<file path="src/rtl/updown_counter_ctrl_pkg.sv">
// Shared types and defaults for the up/down counter sequencer.
package updown_ctrl_pkg;

  localparam int DEFAULT_WIDTH = 9;
  localparam int DEFAULT_DIV   = 10;

  typedef enum logic [1:0] {
    IDLE = 2'd0,
    RUN  = 2'd1,
    LOAD = 2'd2,
    HOLD = 2'd3
  } ctrl_state_e;

  // Prescaler needs enough bits to reach DIV-1, never fewer than one.
  function automatic int presc_width(input int div);
    return (div <= 2) ? 1 : $clog2(div);
  endfunction

endpackage

</file>
<file path="src/rtl/updown_counter_ctrl_if.sv">
// Request/feedback bus between front-panel logic, the sequencer and the 9-bit counter.
interface updown_counter_ctrl_if import updown_ctrl_pkg::*; #(
  parameter int WIDTH = DEFAULT_WIDTH
);
  logic             start;
  logic             stop;
  logic             load_req;
  logic [WIDTH-1:0] load_val;
  logic             dir_req;
  logic [WIDTH-1:0] countout;
  logic [WIDTH-1:0] data;
  logic             endata;
  logic             clken;
  logic             updown;
  logic             busy;
  logic             at_bound;

  modport master (
    output start, stop, load_req, load_val, dir_req, countout,
    input  data, endata, clken, updown, busy, at_bound
  );

  modport slave (
    input  start, stop, load_req, load_val, dir_req, countout,
    output data, endata, clken, updown, busy, at_bound
  );
endinterface

</file>
<file path="src/rtl/updown_counter_ctrl_tick_prescaler.sv">
// Free-running 0..DIV-1 divider; tc fires one cycle before the terminal count so a
// registered consumer lands its output exactly on the terminal cycle.
module tick_prescaler import updown_ctrl_pkg::*; #(
  parameter int DIV = DEFAULT_DIV
) (
  input  logic clk,
  input  logic reset,
  input  logic clear,
  input  logic enable,
  output logic tc
);
  localparam int PW = presc_width(DIV);

  logic [PW-1:0] cnt_q, cnt_d;

  always_comb begin
    cnt_d = cnt_q;
    if (clear) begin
      cnt_d = '0;
    end else if (enable) begin
      cnt_d = (cnt_q == PW'(DIV - 1)) ? '0 : cnt_q + 1'b1;
    end
  end

  always_ff @(posedge clk or negedge reset) begin
    if (!reset) begin
      cnt_q <= '0;
    end else begin
      cnt_q <= cnt_d;
    end
  end

  assign tc = enable && !clear && (cnt_q == PW'(DIV - 2));
endmodule

</file>
<file path="src/rtl/updown_counter_ctrl.sv">
// Sequencer for the up/down counter: tick generation, preset loads, direction and bound handling.
// Define UPDOWN_CTRL_PINGPONG_EN to reverse at a bound instead of halting in HOLD.
module updown_counter_ctrl import updown_ctrl_pkg::*; #(
  parameter int               WIDTH = DEFAULT_WIDTH,
  parameter int               DIV   = DEFAULT_DIV,
  parameter logic [WIDTH-1:0] UPPER = WIDTH'(255),
  parameter logic [WIDTH-1:0] LOWER = '0
) (
  input logic                 clk,
  input logic                 reset,
  updown_counter_ctrl_if.slave bus
);
  ctrl_state_e      state_q, state_d;
  logic [WIDTH-1:0] data_q, data_d;
  logic             endata_q, endata_d;
  logic             clken_q, clken_d;
  logic             updown_q, updown_d;
  logic             busy_q, busy_d;
  logic             at_bound_q, at_bound_d;
  logic             from_run_q, from_run_d;
  logic             tick;
  logic             bound_hit;

  tick_prescaler #(.DIV(DIV)) u_prescaler (
    .clk    (clk),
    .reset  (reset),
    .clear  (state_q != RUN),
    .enable (state_q == RUN),
    .tc     (tick)
  );

  // Out-of-range feedback counts as sitting on the bound of the current direction.
  always_comb begin
    bound_hit = ($signed({1'b0, bus.countout}) < $signed({1'b0, LOWER})) ||
                (bus.countout > UPPER) ||
                (updown_q ? (bus.countout >= UPPER) : (bus.countout <= LOWER));
  end

  always_comb begin
    state_d    = state_q;
    data_d     = data_q;
    updown_d   = updown_q;
    from_run_d = from_run_q;
    clken_d    = 1'b0;
`ifdef UPDOWN_CTRL_PINGPONG_EN
    at_bound_d = 1'b0;
`else
    at_bound_d = at_bound_q;
`endif
    case (state_q)
      IDLE, HOLD: begin
        if (!bus.stop) begin
          if (bus.load_req) begin
            state_d    = LOAD;
            data_d     = bus.load_val;
            from_run_d = 1'b0;
            at_bound_d = 1'b0;
          end else if (bus.start) begin
            state_d    = RUN;
            updown_d   = bus.dir_req;
            at_bound_d = 1'b0;
          end
        end
      end
      RUN: begin
        if (bus.stop) begin
          state_d = IDLE;
        end else if (bus.load_req) begin
          state_d    = LOAD;
          data_d     = bus.load_val;
          from_run_d = 1'b1;
          at_bound_d = 1'b0;
        end else if (tick) begin
          if (bound_hit) begin
`ifdef UPDOWN_CTRL_PINGPONG_EN
            updown_d   = !updown_q;
            at_bound_d = 1'b1;
`else
            state_d    = HOLD;
            at_bound_d = 1'b1;
`endif
          end else begin
            clken_d = 1'b1;
          end
        end
      end
      LOAD: begin
        // A stop during the load strobe cancels any resume into RUN.
        if (bus.stop) begin
          state_d = IDLE;
        end else if (bus.load_req) begin
          data_d     = bus.load_val;
          at_bound_d = 1'b0;
        end else begin
          state_d = from_run_q ? RUN : IDLE;
        end
      end
      default: state_d = IDLE;
    endcase
    endata_d = (state_d == LOAD);
    busy_d   = (state_d == RUN) || (state_d == LOAD);
  end

  always_ff @(posedge clk or negedge reset) begin
    if (!reset) begin
      state_q    <= IDLE;
      data_q     <= '0;
      endata_q   <= 1'b0;
      clken_q    <= 1'b0;
      updown_q   <= 1'b1;
      busy_q     <= 1'b0;
      at_bound_q <= 1'b0;
      from_run_q <= 1'b0;
    end else begin
      state_q    <= state_d;
      data_q     <= data_d;
      endata_q   <= endata_d;
      clken_q    <= clken_d;
      updown_q   <= updown_d;
      busy_q     <= busy_d;
      at_bound_q <= at_bound_d;
      from_run_q <= from_run_d;
    end
  end

  assign bus.data     = data_q;
  assign bus.endata   = endata_q;
  assign bus.clken    = clken_q;
  assign bus.updown   = updown_q;
  assign bus.busy     = busy_q;
  assign bus.at_bound = at_bound_q;
endmodule

</file>
<file path="src/flat_wrapper.sv">
// flat-port wrapper written by rule: the top's interface ports become plain ports
module updown_counter_ctrl_flat import updown_ctrl_pkg::*;
#(
  parameter int               WIDTH = DEFAULT_WIDTH,
  parameter int               DIV   = DEFAULT_DIV,
  parameter logic [WIDTH-1:0] UPPER = WIDTH'(255),
  parameter logic [WIDTH-1:0] LOWER = '0
)
  (clk, reset, bus_start, bus_stop, bus_load_req, bus_load_val, bus_dir_req, bus_countout, bus_data, bus_endata, bus_clken, bus_updown, bus_busy, bus_at_bound);
  updown_counter_ctrl_if #(.WIDTH(WIDTH)) bus_i ();
  input logic clk;
  input logic reset;
  input wire logic [$bits(bus_i.start)-1:0] bus_start;
  input wire logic [$bits(bus_i.stop)-1:0] bus_stop;
  input wire logic [$bits(bus_i.load_req)-1:0] bus_load_req;
  input wire logic [$bits(bus_i.load_val)-1:0] bus_load_val;
  input wire logic [$bits(bus_i.dir_req)-1:0] bus_dir_req;
  input wire logic [$bits(bus_i.countout)-1:0] bus_countout;
  output wire logic [$bits(bus_i.data)-1:0] bus_data;
  output wire logic [$bits(bus_i.endata)-1:0] bus_endata;
  output wire logic [$bits(bus_i.clken)-1:0] bus_clken;
  output wire logic [$bits(bus_i.updown)-1:0] bus_updown;
  output wire logic [$bits(bus_i.busy)-1:0] bus_busy;
  output wire logic [$bits(bus_i.at_bound)-1:0] bus_at_bound;
  assign bus_i.start = bus_start;
  assign bus_i.stop = bus_stop;
  assign bus_i.load_req = bus_load_req;
  assign bus_i.load_val = bus_load_val;
  assign bus_i.dir_req = bus_dir_req;
  assign bus_i.countout = bus_countout;
  assign bus_data = bus_i.data;
  assign bus_endata = bus_i.endata;
  assign bus_clken = bus_i.clken;
  assign bus_updown = bus_i.updown;
  assign bus_busy = bus_i.busy;
  assign bus_at_bound = bus_i.at_bound;
  updown_counter_ctrl #(.WIDTH(WIDTH), .DIV(DIV), .UPPER(UPPER), .LOWER(LOWER)) u_core (.clk(clk), .reset(reset), .bus(bus_i));
endmodule
</file>
<file path="config.mk">
export PLATFORM = sky130hd
export DESIGN_NAME = updown_counter_ctrl_flat
export DESIGN_NICKNAME = d
export VERILOG_FILES = /design/src/rtl/updown_counter_ctrl_pkg.sv /design/src/rtl/updown_counter_ctrl_if.sv /design/src/rtl/updown_counter_ctrl_tick_prescaler.sv /design/src/rtl/updown_counter_ctrl.sv /design/src/flat_wrapper.sv
export SDC_FILE = /design/constraint.sdc
export NUM_CORES = 1
export LEC_CHECK = 0
export CAP_MARGIN = 25
export CORE_AREA = 2 2 51 53
export CTS_CLUSTER_DIAMETER = 60
export CTS_CLUSTER_SIZE = 16
export DETAILED_ROUTE_END_ITERATION = 12
export DIE_AREA = 0 0 53 55
export GPL_ROUTABILITY_DRIVEN = 0
export PLACE_DENSITY = 0.85
export RECOVER_POWER = 100
export SLEW_MARGIN = 10
export SYNTH_ARGS = -nofsm -noshare
export SYNTH_HDL_FRONTEND = slang
export SYNTH_SLANG_ARGS = --single-unit
</file>
<file path="constraint.sdc">
create_clock -name clk -period 4.1 [get_ports clk]
set_input_delay 0.82 -clock clk [delete_from_list [all_inputs] [get_ports clk]]
set_output_delay 0.82 -clock clk [all_outputs]
set_load 0.02 [all_outputs]
</file>
# ---- Yosys cells after proc, flatten, opt, wreduce, memory -nomap -nowiden
# Index checks and enable logic that the tools add are counted.
dict set report totals {
  reg_bits 21
}
dict set report classes {
  muxes 36
  n_bitwise 2
  n_reduce_logical 14
  eq_ne 19
  add_sub_neg 1
  order_cmp 3
}
# cell count
set op_table {}
lappend op_table {{$mux 9} 3}
lappend op_table {{$mux 1} 18}
lappend op_table {{$mux 2} 9}
lappend op_table {{$ne 2x2->1 const B} 7}
lappend op_table {{$mux 4} 3}
lappend op_table {{$ge 9x8->1 const B} 1}
lappend op_table {{$gt 9x8->1 const B} 1}
lappend op_table {{$le 9x1->1 const B} 1}
lappend op_table {{$eq 4x4->1 const B} 2}
lappend op_table {{$reduce_and 7->1} 1}
lappend op_table {{$eq 2x2->1 const B} 3}
lappend op_table {{$ne 3x2->1 const B} 2}
lappend op_table {{$pmux 2 s3} 1}
lappend op_table {{$reduce_and 5->1} 1}
lappend op_table {{$add 4x1->4 const B} 1}
lappend op_table {{$eq 2x1->1 const B} 2}
lappend op_table {{$ne 2x1->1 const B} 2}
lappend op_table {{$reduce_and 4->1} 1}
lappend op_table {{$reduce_bool 2->1} 2}
lappend op_table {{$reduce_or 4->1} 1}
lappend op_table {{$ne 3x3->1 const B} 1}
lappend op_table {{$pmux 1 s3} 1}
lappend op_table {{$logic_and 1x1->1} 2}
lappend op_table {{$logic_not 2->1} 1}
lappend op_table {{6 further kinds} 8}

# ---- Longest topological paths before layout
dict set report logic_depth {
  ltp_word 10
  ltp_mapped 9
}

# ---- Modules after synthesis
# A second synthesis with hierarchy kept.
dict set report hier_totals {
  hier_cells 128
  hier_area_um2 1144.8
}
# mod instances cells_each area_each_um2
set by_module_without_submodules {}
lappend by_module_without_submodules {updown_counter_ctrl 1 106 930.9}
lappend by_module_without_submodules {tick_prescaler 1 22 214.0}

# ---- Worst setup path before layout
# OpenSTA, ideal clock, no wires.
dict set report synth_path {
  path_kind {in2reg}
  startpoint {input port bus_countout[1]}
  endpoint {register u_core.busy_q, in the netlist u_core.bus.busy}
  stages 7
  setup_ps 63
  arrival_time_ps 2165
  slack_ps 1872
  cell_sequence {or4_1 -> nor3_2 -> a211o_2 -> a211oi_2 -> o31ai_1 -> ha_1 -> inv_1}
}
dict set report synth_between {
  elab_chain_len 10
  elab_cells_between_ends 13
  cone_classes {order compare: 3; eq/ne: 2; mux: 6; reduce/logical: 2}
}
# item line_no
set synth_lines {}
lappend synth_lines {{from (decl)} flat_wrapper.sv:18} ;# input wire logic [$bits(bus_i.countout)-1:0] bus_countout;
lappend synth_lines {{$le 9x1->1 or $ge 9x8->1 (tied branches)} updown_counter_ctrl.sv:36} ;# (updown_q ? (bus.countout >= UPPER) : (bus.countout <= LOWER));
lappend synth_lines {{$mux 1} updown_counter_ctrl.sv:36}
lappend synth_lines {{$logic_or 1x1->1 (*)} updown_counter_ctrl.sv:35} ;# (bus.countout > UPPER) ||
lappend synth_lines {{$mux 2 (*)} updown_counter_ctrl.sv:74} ;# if (bound_hit) begin
lappend synth_lines {{$mux 2 (*)} updown_counter_ctrl.sv:73} ;# end else if (tick) begin
lappend synth_lines {{$mux 2 (*)} updown_counter_ctrl.sv:68} ;# end else if (bus.load_req) begin
lappend synth_lines {{$mux 2 (*)} updown_counter_ctrl.sv:66} ;# if (bus.stop) begin
lappend synth_lines {{$pmux 2 s3 (*)} updown_counter_ctrl.sv:50} ;# case (state_q)
lappend synth_lines {{$eq 2x1->1 or $eq 2x2->1 (tied branches)} updown_counter_ctrl.sv:101} ;# busy_d = (state_d == RUN) || (state_d == LOAD);
lappend synth_lines {{$logic_or 1x1->1 (*)} updown_counter_ctrl.sv:101}
lappend synth_lines {{net u_core.busy_d} updown_counter_ctrl.sv:18} ;# logic busy_q, busy_d;
lappend synth_lines {{to (signal assigned)} updown_counter_ctrl.sv:120} ;# busy_q <= busy_d;
lappend synth_lines {{to (decl)} updown_counter_ctrl.sv:18}
# The timed path passes the listed nets; every way through them passes the cells marked *.
# A chain may end at the register's enable or synchronous reset.

# ---- Final worst setup path
dict set report layout_path {
  startpoint {input port bus_load_req}
  endpoint {register u_core.busy_q, in the netlist u_core.bus.busy}
}
dict set report layout_between {
  elab_chain_len 5
  elab_cells_between_ends 10
  cone_classes {eq/ne: 2; mux: 7; reduce/logical: 1}
}
# item line_no
set layout_lines {}
lappend layout_lines {{from (decl)} flat_wrapper.sv:15} ;# input wire logic [$bits(bus_i.load_req)-1:0] bus_load_req;
lappend layout_lines {{$mux 2, on equally long branches} {updown_counter_ctrl.sv:91, updown_counter_ctrl.sv:53, updown_counter_ctrl.sv:68}}
lappend layout_lines {{$mux 2, on equally long branches} {updown_counter_ctrl.sv:89, updown_counter_ctrl.sv:52, updown_counter_ctrl.sv:66}}
lappend layout_lines {{$pmux 2 s3 (*)} updown_counter_ctrl.sv:50}
lappend layout_lines {{$eq 2x1->1 or $eq 2x2->1 (tied branches)} updown_counter_ctrl.sv:101}
lappend layout_lines {{$logic_or 1x1->1 (*)} updown_counter_ctrl.sv:101}
lappend layout_lines {{net u_core.busy_d} updown_counter_ctrl.sv:18}
# Marks and branches as above.

==> metrics.md <==
| Metric | Value |
|---|---|
| Residual DRC | `0` |
| H-tree depth | `1` |
| Die X | `between 50 and 60 um` |
| Crit Path Max Fanout | `13` |
| Synth Flop Type | `dfrtp_1` |
| Final Critical Period | `roughly 2600 ps` |
| Starting Density | `43.1%` |
| Vias per cell | `around 5.1` |
| Row count | `18` |
| Setup TNS | `0 ps` |
| CP startpoint kind | `input port` |
| Cells after synthesis | `between 90 and 100` |
| Port buffer count | `37` |
| Peak supply drop | `between 0.0003 and 0.0004 V` |
| DP Wirelength | `roughly 1.7 mm` |
| Switching power | `roughly 0.24 mW` |
| Final hold vios | `0` |
| Worst slew pin tran | `roughly 930 ps` |
| Number of global-route vias before repair | `825` |
| Most instantiated cells after synthesis | `dfrtp_1, mux2_2, inv_1` |
| # setup viols final | `0` |
| Worst Setup End Kind | `flop` |
| Filler Cell Count | `around 210` |
| Comb pwr share | `about two fifths` |
| Synth Net Count | `119` |
| Setup bufs post-CTS | `0` |
| Fin area | `approximately 0.0014 mm2` |
| Latest clock arrival within the worst-skew pair | `around 300 ps` |
| Synth warnings | `0` |
| CTS Root Cell | `clkbuf_4` |
| Via count | `between 800 and 900` |
| Drt first pass iters | `4` |
| Library cells used by synthesis | `32` |
| Synthesized flop and latch total | `21` |
| Sink Count | `21` |
| CTS buffer count | `3` |
| Hold Buf Count CTS | `0` |
| Diode count | `0` |
| Mean post-synth cell area | `11.1 um2` |
| Die H | `55 um` |
| Reg power frac | `between 40% and 50%` |
| # nets final | `between 150 and 200` |
| Status | `finished clean` |
| Clock Power Share | `15.4%` |
| DRT antenna net count | `0` |
| Area contributors post-synth | `dfrtp_1, mux2_2, ha_1` |
| Fraction of layout cells with a size suffix above 1 | `~13%` |
| Layout Cells excl Fill | `roughly 160` |
| Iter 0 DRT Violations | `12` |
| Core area | `0.00236 mm2` |
| Critical path class | `in2reg` |
| Cts repair resizes | `0` |
| Post-DR wirelength/cell | `~13 um` |
| Drt total wl | `roughly 2.1 mm` |
| Sw frac | `between 30% and 40%` |
| Crit path setup slack, layout | `between 1000 and 1500 ps` |
| Ports | `38` |
| Fmax | `around 380 MHz` |
| RSZ-0062 raised after global routing | `false` |
| Tightest Hold Check Type | `reg2reg` |
| Total power | `about 0.65 mW` |
| Die Area | `0.00292 mm2` |
| Hold Slack | `518 ps` |
| Synth top area share | `49.1%` |
| Period utilization | `64.5%` |
| PwrDens | `between 400 and 500 mW/mm2` |
| Initial antenna violation count | `0` |
| Pre-CTS WS | `~1300 ps` |
| Critical Path AT | `2900 ps` |
| Syn Std Cell Area | `0.00102 mm2` |
| Max-Slew Margin vs Limit | `roughly 38%` |
| Post-synth EDFFs | `0` |
| First-pass GRT wire length | `3.46 mm` |
| P_int | `0.419 mW` |
| CTS tree | `yes` |
| CP required | `roughly 4400 ps` |
| Most numerous cell in the Yosys netlist | `dfrtp_1` |
| Setup Skew | `5.49 ps` |
| Sequential share of the synthesized area | `51.7%` |
| Placed cell area | `0.00143 mm2` |
| Async set-reset flop share out of synthesis | `100%` |
| Clock-pin slew on the worst setup and hold paths | `around 120 ps` |
| GR Util All Layers | `about 16%` |
| Clock buffer depth | `2` |
| LEAKAGE | `approximately 0.60 nW` |
| # Max-Cap Violations | `0` |
| Gr ovfl total | `0` |
| Placed Cells | `~160` |
| Area Growth Syn to Fin | `41.5%` |
| Final cell utilization of the core | `about three fifths` |
| Largest area contributor in the netlist | `dfrtp_1` |
| Pins Over Slew Limit | `0` |
| Largest net degree at the start of global routing | `22` |
[routing by layer]
metal / part of all wire, % / global-route usage, % / routed length (um)
met5: 0 / 0 / 0
met4: 1.3 / 7.69 / 27
met3: 5.5 / 2.69 / 117
met2: 51 / 28.3 / 1090
met1: 42 / 19.4 / 904
[cell families after synthesis]
family | synth area share [%]
mux | 11.0
simple gates | 14.7
xor+xnor | 0.859
flops | 51.7
fa+ha+maj | 3.68
buf+inv | 3.56
compound gates | 14.5
[path summary, 6_finish.rpt]
path	startpoint	endpoint	slack, ps	depth (start not counted)
max	bus_load_req	u_core.bus.busy$_DFF_PN0_	1460	7
min	u_core.bus.data[2]$_DFFE_PN0P_	u_core.bus.data[2]$_DFFE_PN0P_	520	1
max reg2reg	u_core.state_q[1]$_DFF_PN0_	u_core.bus.busy$_DFF_PN0_	1980	8
min reg2reg	u_core.bus.data[2]$_DFFE_PN0P_	u_core.bus.data[2]$_DFFE_PN0P_	520	1
max in group asynchronous	reset	u_core.u_prescaler.cnt_q[0]$_DFF_PN0_	2450	1
min in group asynchronous	reset	u_core.bus.data[6]$_DFFE_PN0P_	1080	1
[layout by cell type, fill, tap and decap left out, types with 2 or more instances in the layout]
cell,instances
nor2_1,4
dfrtp_1,20
ha_1,3
a22o_1,2
o21ai_0,3
nor2b_1,3
clkdlybuf4s50_1,20
dlygate4sd3_1,17
nand2_1,6
nand3_1,3
o31ai_1,2
a21oi_1,5
nand2b_1,3
inv_1,7
nor3_1,3
mux2_2,10
clkbuf_1,2
clkbuf_4,3
[flip-flops by register name, summed over array words and instances, names as in the netlist]
| register | flops |
|---|---|
| u_core.bus.data | 9 |
| u_core.u_prescaler.cnt_q | 4 |
| u_core.state_q | 2 |
| u_core.bus.at_bound | 1 |
| u_core.bus.busy | 1 |
| u_core.bus.clken | 1 |
| u_core.bus.endata | 1 |
| u_core.bus.updown | 1 |
| u_core.from_run_q | 1 |
[layout make-up]
type / instances / area (um2) / share of cell area (%)
tap: 30 / 37.5 / 2.60
sequential: 21 / 527 / 36.5
inverter: 7 / 26.3 / 1.82
multi-input combinational: 62 / 452 / 31.3
clock buffer: 4 / 26.3 / 1.82
timing repair buffer: 38 / 374 / 25.9
[power by group through the flow]
stage | Sequential [mW] | Combinational [mW] | Clock, mW
after floorplan | 0.320 | 0.133 | 0
after global placement | 0.289 | 0.267 | 0
after detailed placement | 0.293 | 0.276 | 0
after CTS | 0.290 | 0.279 | 0.102
after global routing | 0.294 | 0.294 | 0.109
final | 0.287 | 0.266 | 0.101
[critical path, stage by stage]
cell and delay (ps):
dlygate4sd3_1 720, nor2b_1 170, clkbuf_1 490, o21ai_0 240
o31ai_1 130, ha_1 280, inv_1 50
No activity file was read; power rests on OpenSTA's default activity.
